$ cat config.mk
export PLATFORM = sky130hd
export DESIGN_NAME = store_buffer
export DESIGN_NICKNAME = d
export VERILOG_FILES = /design/src/rtl/sb_pkg.sv /design/src/rtl/sb_fwd_match.sv /design/src/rtl/store_buffer.sv
export SDC_FILE = /design/constraint.sdc
export NUM_CORES = 1
export LEC_CHECK = 0
export ABC_AREA = 1
export CORE_ASPECT_RATIO = 0.6
export CORE_MARGIN = 1.5
export CORE_UTILIZATION = 44
export DETAILED_ROUTE_END_ITERATION = 16
export GPL_ROUTABILITY_DRIVEN = 1
export PLACE_DENSITY = 0.62
export SLEW_MARGIN = 20
export SYNTH_ARGS = -nofsm -noshare
export SYNTH_HDL_FRONTEND = slang
export SYNTH_SLANG_ARGS = --single-unit
$ cat constraint.sdc
create_clock -name clk -period 5.4 [get_ports clk]
set_input_delay 0.81 -clock clk [delete_from_list [all_inputs] [get_ports clk]]
set_output_delay 0.81 -clock clk [all_outputs]
set_load 0.02 [all_outputs]
$ cat src/rtl/sb_pkg.sv
// Shared types and sizing for the store buffer: entry record and pointer/count widths.
// The entry field widths are the data_memory address and data widths.
package sb_pkg;

    localparam int SB_DEPTH  = 4;
    localparam int SB_ADDR_W = 32;
    localparam int SB_DATA_W = 32;

    localparam int PTR_W = $clog2(SB_DEPTH);
    localparam int CNT_W = $clog2(SB_DEPTH + 1);

    typedef struct packed {
        logic [SB_ADDR_W-1:0] addr;
        logic [SB_DATA_W-1:0] data;
    } sb_entry_t;

endpackage

$ cat src/rtl/sb_fwd_match.sv
// Store-to-load forwarding lookup: finds the youngest occupied entry whose address
// equals the load address and returns its data.
module sb_fwd_match
    import sb_pkg::*;
#(
    parameter int DEPTH = SB_DEPTH
) (
    input  sb_entry_t                    i_entries [DEPTH],
    input  logic [$clog2(DEPTH)-1:0]     i_head,
    input  logic [$clog2(DEPTH+1)-1:0]   i_count,
    input  logic [SB_ADDR_W-1:0]         i_ld_addr,
    output logic                         o_hit,
    output logic [SB_DATA_W-1:0]         o_data
);

    localparam int PW = $clog2(DEPTH);
    localparam int CW = $clog2(DEPTH + 1);

    logic [PW-1:0] w_idx;

    // Walk entries oldest to youngest by age (idx - head); the last match wins,
    // which keeps priority correct across the pointer wrap.
    always_comb begin
        o_hit  = 1'b0;
        o_data = '0;
        w_idx  = '0;
        for (int age = 0; age < DEPTH; age++) begin
            w_idx = i_head + PW'(age);
            if ((CW'(age) < i_count) && (i_entries[w_idx].addr == i_ld_addr)) begin
                o_hit  = 1'b1;
                o_data = i_entries[w_idx].data;
            end
        end
    end

endmodule

$ cat src/rtl/store_buffer.sv
// FIFO of pending stores between MEM and data_memory: loads own the memory port,
// buffered stores drain one per idle cycle, and loads see the youngest buffered store.
module store_buffer
    import sb_pkg::*;
#(
    parameter int DEPTH  = SB_DEPTH,
    parameter int ADDR_W = SB_ADDR_W,
    parameter int DATA_W = SB_DATA_W
) (
    input  logic                         clk,
    input  logic                         rst_n,
    input  logic                         st_valid,
    input  logic [ADDR_W-1:0]            st_addr,
    input  logic [DATA_W-1:0]            st_data,
    output logic                         st_ready,
    input  logic                         ld_valid,
    input  logic [ADDR_W-1:0]            ld_addr,
    output logic [DATA_W-1:0]            ld_data,
    output logic                         ld_hit,
    output logic                         mem_read,
    output logic                         mem_write,
    output logic [ADDR_W-1:0]            mem_address,
    output logic [DATA_W-1:0]            mem_write_data,
    input  logic [DATA_W-1:0]            mem_read_data,
    output logic                         sb_empty,
    output logic [$clog2(DEPTH+1)-1:0]   sb_count
);

    localparam int PW = $clog2(DEPTH);
    localparam int CW = $clog2(DEPTH + 1);
    localparam logic [CW-1:0] FULL_CNT = CW'(DEPTH);

    sb_entry_t       r_entries [DEPTH];
    logic [PW-1:0]   r_head;
    logic [PW-1:0]   r_tail;
    logic [CW-1:0]   r_count;

    logic            w_full;
    logic            w_empty;
    logic            w_push;
    logic            w_pop;
    logic            w_ld_miss;
    logic            w_fwd_hit;
    logic [DATA_W-1:0] w_fwd_data;

    assign w_full    = (r_count == FULL_CNT);
    assign w_empty   = (r_count == '0);
    assign st_ready  = !w_full;
    assign sb_empty  = w_empty;
    assign sb_count  = r_count;
    assign w_push    = st_valid && !w_full;
    assign ld_hit    = ld_valid && w_fwd_hit;
    assign w_ld_miss = ld_valid && !w_fwd_hit;
    assign w_pop     = mem_write;

    sb_fwd_match #(
        .DEPTH     (DEPTH)
    ) u_fwd_match (
        .i_entries (r_entries),
        .i_head    (r_head),
        .i_count   (r_count),
        .i_ld_addr (ld_addr),
        .o_hit     (w_fwd_hit),
        .o_data    (w_fwd_data)
    );

    always_comb begin
        ld_data = '0;
        if (ld_hit) begin
            ld_data = w_fwd_data;
        end else if (ld_valid) begin
            ld_data = mem_read_data;
        end
    end

    // A missing load owns the single port; otherwise the oldest store drains.
    always_comb begin
        mem_read       = 1'b0;
        mem_write      = 1'b0;
        mem_address    = '0;
        mem_write_data = '0;
        if (w_ld_miss) begin
            mem_read    = 1'b1;
            mem_address = ld_addr;
        end else if (!w_empty) begin
            mem_write      = 1'b1;
            mem_address    = r_entries[r_head].addr;
            mem_write_data = r_entries[r_head].data;
        end
    end

    always_ff @(posedge clk or negedge rst_n) begin
        if (!rst_n) begin
            r_head  <= '0;
            r_tail  <= '0;
            r_count <= '0;
        end else begin
            if (w_push) begin
                r_tail <= r_tail + PW'(1);
            end
            if (w_pop) begin
                r_head <= r_head + PW'(1);
            end
            case ({w_push, w_pop})
                2'b10:   r_count <= r_count + CW'(1);
                2'b01:   r_count <= r_count - CW'(1);
                default: r_count <= r_count;
            endcase
        end
    end

    // Entry contents need no reset; occupancy is carried entirely by r_count.
    always_ff @(posedge clk) begin
        if (w_push) begin
            r_entries[r_tail] <= '{addr: st_addr, data: st_data};
        end
    end

endmodule

After elaboration in Yosys (flattened, before gate mapping)

Cells that the tools add are included.

Bits in registers: 263

Add/sub/neg operators: 6
$lt $le $gt $ge: 10
Equality and inequality tests: 7
Muxes and demuxes: 33
Bitwise logic cells: 5
Reduce and logical (&&, ||, !) cells: 12

Operators by type and width:

| kind                                                                  | number |
|---|---|
| 64-bit 2-to-1 mux                                                     | 9 |
| 64-bit binary-select mux with 2-bit select                            | 4 |
| 32-bit 2-to-1 mux                                                     | 10 |
| 256-bit bitwise mux                                                   | 1 |
| 64-bit demux with 2-bit select                                        | 1 |
| 32-bit == test                                                        | 4 |
| 3-bit >= comparator (second input constant)                           | 5 |
| 2-bit NOT with 3-bit output                                           | 5 |
| 1-bit logical AND                                                     | 8 |
| 1-bit 2-to-1 mux                                                      | 7 |
| 1-bit by 3-bit < comparator with 1-bit output (first input constant)  | 2 |
| 2-bit by 3-bit < comparator with 1-bit output (first input constant)  | 2 |
| 3-bit case mux with 2 select lines                                    | 1 |
| 2-bit by 1-bit adder with 2-bit output (second input constant)        | 2 |
| 2-bit adder (second input constant)                                   | 2 |
| 3-bit by 1-bit adder with 3-bit output (second input constant)        | 1 |
| 3-bit == test (second input constant)                                 | 1 |
| 3-bit zero test                                                       | 1 |
| 3-bit by 1-bit < comparator with 1-bit output (second input constant) | 1 |
| 3-bit by 1-bit subtractor with 3-bit output (second input constant)   | 1 |
| 2-bit by 1-bit == test with 1-bit output (second input constant)      | 1 |
| 2-bit == test (second input constant)                                 | 1 |
| 1-bit zero test                                                       | 2 |
| 2-bit nonzero test                                                    | 1 |

Logic depth before layout (Yosys ltp)

Gate-level depths: netlist of run 1.

Depth after elaboration: 15
Mapped depth: 28
Mapped depth without buffers: 24

By module

Synthesis of run 1 repeated with hierarchy kept, for this count alone.

Cell total of the unflattened synthesis: 3015
Area, all modules: 20738.6 µm²

Modules (own cells, without submodules):

| module       | instances | cells each | area an instance (µm²) | seq. area each (µm²) |
|---|---|---|---|---|
| store_buffer | 1         | 1012       | 11203.2                | 7862.5 |
| sb_fwd_match | 1         | 2003       | 9535.4                 | 0.0 |

Least setup slack after synthesis of run 1

Ideal clock, no wire load.

Kind: register to register
From: register r_count[0], in the netlist sb_count[0]
To: register r_entries[0] (netlist bit) (enable)
Library setup time: 487 ps
Arrival time: 3948 ps
Data required time: 4913 ps
Setup slack: 965 ps
Cell stages (with the launch flop): 6
Buffers on the path: 0
Path through: dfrtp_1 > inv_1 > ha_1 > nand2_1 > nand2_1 > nor2_1

Cells in the longest elaborated chain, start to end: 3

Ends and longest elaborated chain:

| element                        | line                | source |
|---|---|---|
| start: declaration             | store_buffer.sv:36  | `logic [CW-1:0] r_count;` |
| start signal: assignment       | store_buffer.sv:105 | `2'b10: r_count <= r_count + CW'(1);` |
| start signal: assignment       | store_buffer.sv:106 | `2'b01: r_count <= r_count - CW'(1);` |
| start signal: assignment       | store_buffer.sv:107 | `default: r_count <= r_count;` |
| 3-bit == test                  | store_buffer.sv:46  | `assign w_full = (r_count == FULL_CNT);` |
| 1-bit zero test                | -                   |  |
| via st_ready                   | store_buffer.sv:15  | `output logic st_ready,` |
| 1-bit logical AND              | store_buffer.sv:51  | `assign w_push = st_valid && !w_full;` |
| end signal: indexed assignment | store_buffer.sv:115 | `r_entries[r_tail] <= '{addr: st_addr, data: st_data};` |
| end: declaration               | store_buffer.sv:33  | `sb_entry_t r_entries [DEPTH];` |

The timed path passes the listed nets, and every way through them passes these cells.
A chain may end at the register's enable or synchronous reset.

Final worst setup path of run 1

From: register r_head[0]
To: output port ld_data[4]

Cells in the longest elaborated chain, start to end: 12

Ends and longest elaborated chain:

| element                                                                                                                | line                                                       | source |
|---|---|---|
| start: declaration                                                                                                     | store_buffer.sv:34                                         | `logic [PW-1:0] r_head;` |
| start signal: assignment                                                                                               | store_buffer.sv:102                                        | `r_head <= r_head + PW'(1);` |
| 2-bit by 1-bit adder with 2-bit output / 2-bit NOT with 3-bit output (equally long branches)                           | sb_fwd_match.sv:28, sb_fwd_match.sv:29, sb_fwd_match.sv:31 |  |
| 2-bit NOT with 3-bit output (not written as such) / 64-bit binary-select mux with 2-bit select (equally long branches) | sb_fwd_match.sv:29, sb_fwd_match.sv:31                     |  |
| 64-bit binary-select mux with 2-bit select / 64-bit 2-to-1 mux (equally long branches)                                 | sb_fwd_match.sv:29, sb_fwd_match.sv:31                     |  |
| 64-bit 2-to-1 mux (not written as such)                                                                                | sb_fwd_match.sv:31                                         | `o_data = i_entries[w_idx].data;` |
| 64-bit 2-to-1 mux (not written as such) / 32-bit == test (equally long branches)                                       | sb_fwd_match.sv:31, sb_fwd_match.sv:29                     |  |
| 32-bit == test / 1-bit logical AND (equally long branches)                                                             | sb_fwd_match.sv:29                                         | `if ((CW'(age) < i_count) && (i_entries[w_idx].addr == i_ld_addr)) begin` |
| 1-bit logical AND / 1-bit 2-to-1 mux (equally long branches)                                                           | sb_fwd_match.sv:29                                         |  |
| 1-bit 2-to-1 mux (3 in series)                                                                                         | sb_fwd_match.sv:29                                         |  |
| 1-bit logical AND                                                                                                      | store_buffer.sv:52                                         | `assign ld_hit = ld_valid && w_fwd_hit;` |
| 32-bit 2-to-1 mux (*)                                                                                                  | store_buffer.sv:69                                         | `if (ld_hit) begin` |
| end: declaration                                                                                                       | store_buffer.sv:18                                         | `output logic [DATA_W-1:0] ld_data,` |

Every way passes the cells marked *; elsewhere a longest branch is shown, timed or not. The select of a mux whose other input is x is not followed.

==> results.md, run 1 <==
- From left edge to right edge, the die measures roughly 270 um.
- The port buffer count is between 200 and 250.
- Setup repair after global routing could not meet its margin everywhere.
- Dividing total power by cell area gives a power density of between 500 and 600 nW/um^2.
- The number of distinct library cells after synthesis is 28.
- The library cells used most frequently in the layout, excluding fill and tap cells, are nand2_1 (1450), nand3_1 (276), edfxtp_1 (256).
- The busiest metal layer after global routing is met1.
- The last weighted congestion value of the routability-driven placer is between 0.9 and 1.
- The static power due to leakage is roughly 11 nW.
- The worst setup path is of the reg -> out kind.
- From bottom edge to top edge, the die measures roughly 160 um.
- The number of max-cap violations is 0.
- The number of fillers in the final layout is just over 4000.
- The layout overhead on the synthesized area is 21.2%.
- The worst setup path is captured at an output port.
- After synthesis the cells add up to 18900 sq um.
- After synthesis the netlist holds a flip-flop and latch count of 263.
- The library cell used most frequently in the layout, excluding fill and tap cells, is nand2_1.
- Counting every net in the synthesized netlist gives between 3000 and 4000.
- The maximum clock insertion buffer count is 3.
- The residual antenna-violating net count after detailed routing is 0.
- The global router's overall resource usage is 0.301.
- The worst path meets setup with between 150 and 200 ps of slack.
- The tightest min-delay check is of the in -> async type.
- The maximum cell stage delay along the critical path is 590 ps.
- For this block, the via count after detailed routing is 19800.
- The smallest clock period supported by the final layout is computed as 5240 ps.
- Measured on the finished design, the core utilization comes to 0.545.
- Across the whole layout, storage elements account for roughly 8000 sq um.
- The count of endpoints failing hold in the final timing report is 0.
- The average instance area after synthesis is between 6 and 7 sq um.
- The startpoint identified for the worst register-to-register timing path is r_head[0].
- Static timing analysis puts the maximum clock frequency at roughly 190 MHz.
- The cell family with the largest share of critical-path delay is simple AND/OR/NAND/NOR gates.
- The number of global-route vias before repair is roughly 17000.
- The run finished with clean final reports.
- The sum of routed wire length over all layers is 69700 um.
- The tree is rooted in a clkbuf_16.
- The wire length of the first global-routing pass is 101000 um.
- The die covers 44400 sq um.
- For the pin with the worst max-slew slack, the measured transition is ~740 ps.
- Synthesis produced just under 3000 cells.
- The iteration count of the initial detailed-routing pass is 6.
- Of the available clock period, the critical path in the final layout requires 0.970.
- In this run the worst setup path begins at r_head[0].
- The synthesis warning total is 0.
- The share of final-layout standard cells stronger than drive strength 1 is 0.0389.
- The required arrival time at the worst endpoint is approximately 4600 ps.
- The mean routed wirelength per cell is around 19 um.
- The H-tree level count is 1.
- The minimum setup slack after placement is between 300 and 400 ps.
- The tree built by TritonCTS fans out to roughly 260 sinks.
- The signal on the critical path passes through clkinv_8 > buf_16 > buf_4 > nand2_1 > nand3_1 > nand2_1 > nand2_2 > nand4_1 > nor2_1 > nand3_1 > nor2_2 > buf_8 > nand3_1 > nand2_1 > nand2_1 > nand2_1 > nand2_1 > nand2_1 > clkdlybuf4s50_1.
- The clock network latency to the later pin of the worst-skew pair is roughly 570 ps.
- The share of the yosys chip area belonging to registers is 0.415.
- The CTS tree is yes.
- The signal arrival time at the worst endpoint is ~4400 ps.
- The starting utilization of the core area is 0.449.
- After detailed routing, the number of vias per cell comes to roughly 5.4.
- The number of ports placed on the die boundary is between 200 and 250.
- The cell with the largest stage delay on the worst path is clkdlybuf4s50_1.
- In this run the worst path has a maximum fanout of 32.
- The total overflow left after global routing is 0.
- In the global route stage, met2 resource usage came out at 0.425.
- The most frequent cell on the critical path is nand2_1.
- The net count reported at finish is ~3200.
- Between clock sinks in the finished design, the worst skew comes to approximately 21 ps.
- The region available for standard cell placement spans around 42000 sq um.
- The count of unresolved DRC violations after routing is 0.
- The final count of negative-setup-slack endpoints is 0.
- The detailed placement HPWL is a little under 50000 um.
- After clock tree synthesis, the clock-pin slew on the worst setup and hold paths is 70 ps.
- In this run, the number of DRC markers left after iteration 0 of detailed routing was ~2400.
- The number of CTS-inserted buffers is 27.
- The multi-input logic area is around 9600 sq um.
- The sum of buffers and inverters on the critical path is 5.
- The standard-cell row count is between 50 and 60.
- The max-slew violation count was 0.
- The worst-case IR drop observed on VDD is around 460 uV.
- The worst max-slew margin expressed relative to the limit is 0.502.
- For this run, global-route usage on met3 was measured as 0.102.
- The worst setup path is launched from a flop.
- For this run, global-route usage on met1 was measured as 0.441.
- Entering global routing, the biggest net connects 127 pins.
- The number of antenna violations at the first check in global routing is 1.
metrics by stage:
stage | cells | TNS [ps] | area, sq um | hold WS [ps] | power (mW)
final | 3659 | 0 | 23000 | 540 | 12.8
after global routing | 3657 | -59.7 | 23000 | 549 | 13.8
after CTS | 3647 | 0 | 22700 | 531 | 12.4
after detailed placement | 3598 | 0 | 21800 | 538 | 10.5
after global placement | 3598 | 0 | 21800 | 534 | 10.4
after floorplan | 2906 | 0 | 18900 | 514 | 8.01
sequential cells by signal, indices dropped and copies added (netlist names):
name and cells:
r_tail 2, sb_count 3, r_entries 256, r_head 2
final cells by class:
type / instances / share of cell area
Multi-Input combinational cell: 2262 / 0.416
Sequential cell: 263 / 0.343
Timing Repair Buffer: 292 / 0.137
Inverter: 221 / 0.0369
Tap cell: 570 / 0.0310
Clock buffer: 34 / 0.0306
Clock inverter: 14 / 0.00512
Antenna cell: 3 / 0.000327
cell usage after synthesis:
| library cell | n | share of area |
|---|---|---|
| edfxtp_1 | 256 | 0.41 |
| a21boi_1 | 1 | 0.00040 |
| o21ai_1 | 43 | 0.011 |
| clkbuf_1 | 75 | 0.015 |
| a21oi_1 | 35 | 0.0092 |
| nand3_1 | 277 | 0.073 |
| inv_1 | 218 | 0.043 |
| nand3_2 | 1 | 0.00053 |
| buf_4 | 15 | 0.0059 |
| o211ai_1 | 7 | 0.0028 |
| or2_0 | 1 | 0.00033 |
| nand2_2 | 3 | 0.00099 |
| o21a_1 | 1 | 0.00040 |
| inv_4 | 1 | 0.00033 |
| dfrtp_1 | 7 | 0.0092 |
| nor2_1 | 171 | 0.034 |
| xor2_1 | 15 | 0.0069 |
| inv_2 | 2 | 0.00040 |
| nand2_1 | 1456 | 0.29 |
| nor2_2 | 4 | 0.0013 |
| or2_1 | 1 | 0.00033 |
| nand4_1 | 7 | 0.0023 |
| ha_1 | 9 | 0.0059 |
| buf_6 | 9 | 0.0053 |
| xnor2_1 | 2 | 0.00092 |
| o21ai_0 | 226 | 0.060 |
| buf_1 | 10 | 0.0020 |
| buf_2 | 53 | 0.014 |
metal layers:
layer / part of all wire / vias to the layer above
li1: - / 9617
met1: 0.44 / 9127
met2: 0.41 / 947
met3: 0.13 / 105
met4: 0.021 / 0
met5: 0 / -
timing repair:
item | CTS | global route
endpoints found under the setup margin | 93 | 98
pin swaps | 1 | 2
hold buffers | 0 | 0
resized for setup | 15 | 60
setup buffers | 0 | 5
cloned | 1 | 4
cells by family (layout without fill, tap and decap cells):
| family | Yosys count | count (layout) | share of synthesized area |
|---|---|---|---|
| other cells | 0 | 3 | 0 |
| compound gates | 313 | 313 | 0.0839 |
| buf+inv | 383 | 561 | 0.0860 |
| fa+ha+maj | 9 | 9 | 0.00594 |
| simple gates | 1921 | 1923 | 0.401 |
| xor+xnor | 17 | 17 | 0.00786 |
| flops | 263 | 263 | 0.415 |
power breakdown:
group	internal, mW	switching (mW)
clock	1.01	0.805
sequential	2.71	0.203
combinational	2.44	5.68
total	6.15	6.69
final timing paths:
path / slack (ps) / cells after the start / end
hold reg to reg: 550 / 2 / sb_count[1]
max in group asynchronous: 4510 / 1 / r_head[0]
setup / recovery: 160 / 19 / ld_data[4]
min in group clk: 550 / 2 / sb_count[1]
hold / removal: 540 / 1 / sb_count[2]
setup reg to reg: 1580 / 20 / sb_count[2]
(Power assumes the default switching activity.)
==> run 2, diff against run 1 <==
GPL_TIMING_DRIVEN = 1   (was not set)
SLEW_MARGIN = not set   (was 20)
==> results of run 2 <==
Final layout, timing and power as in run 1 (identical DEF).
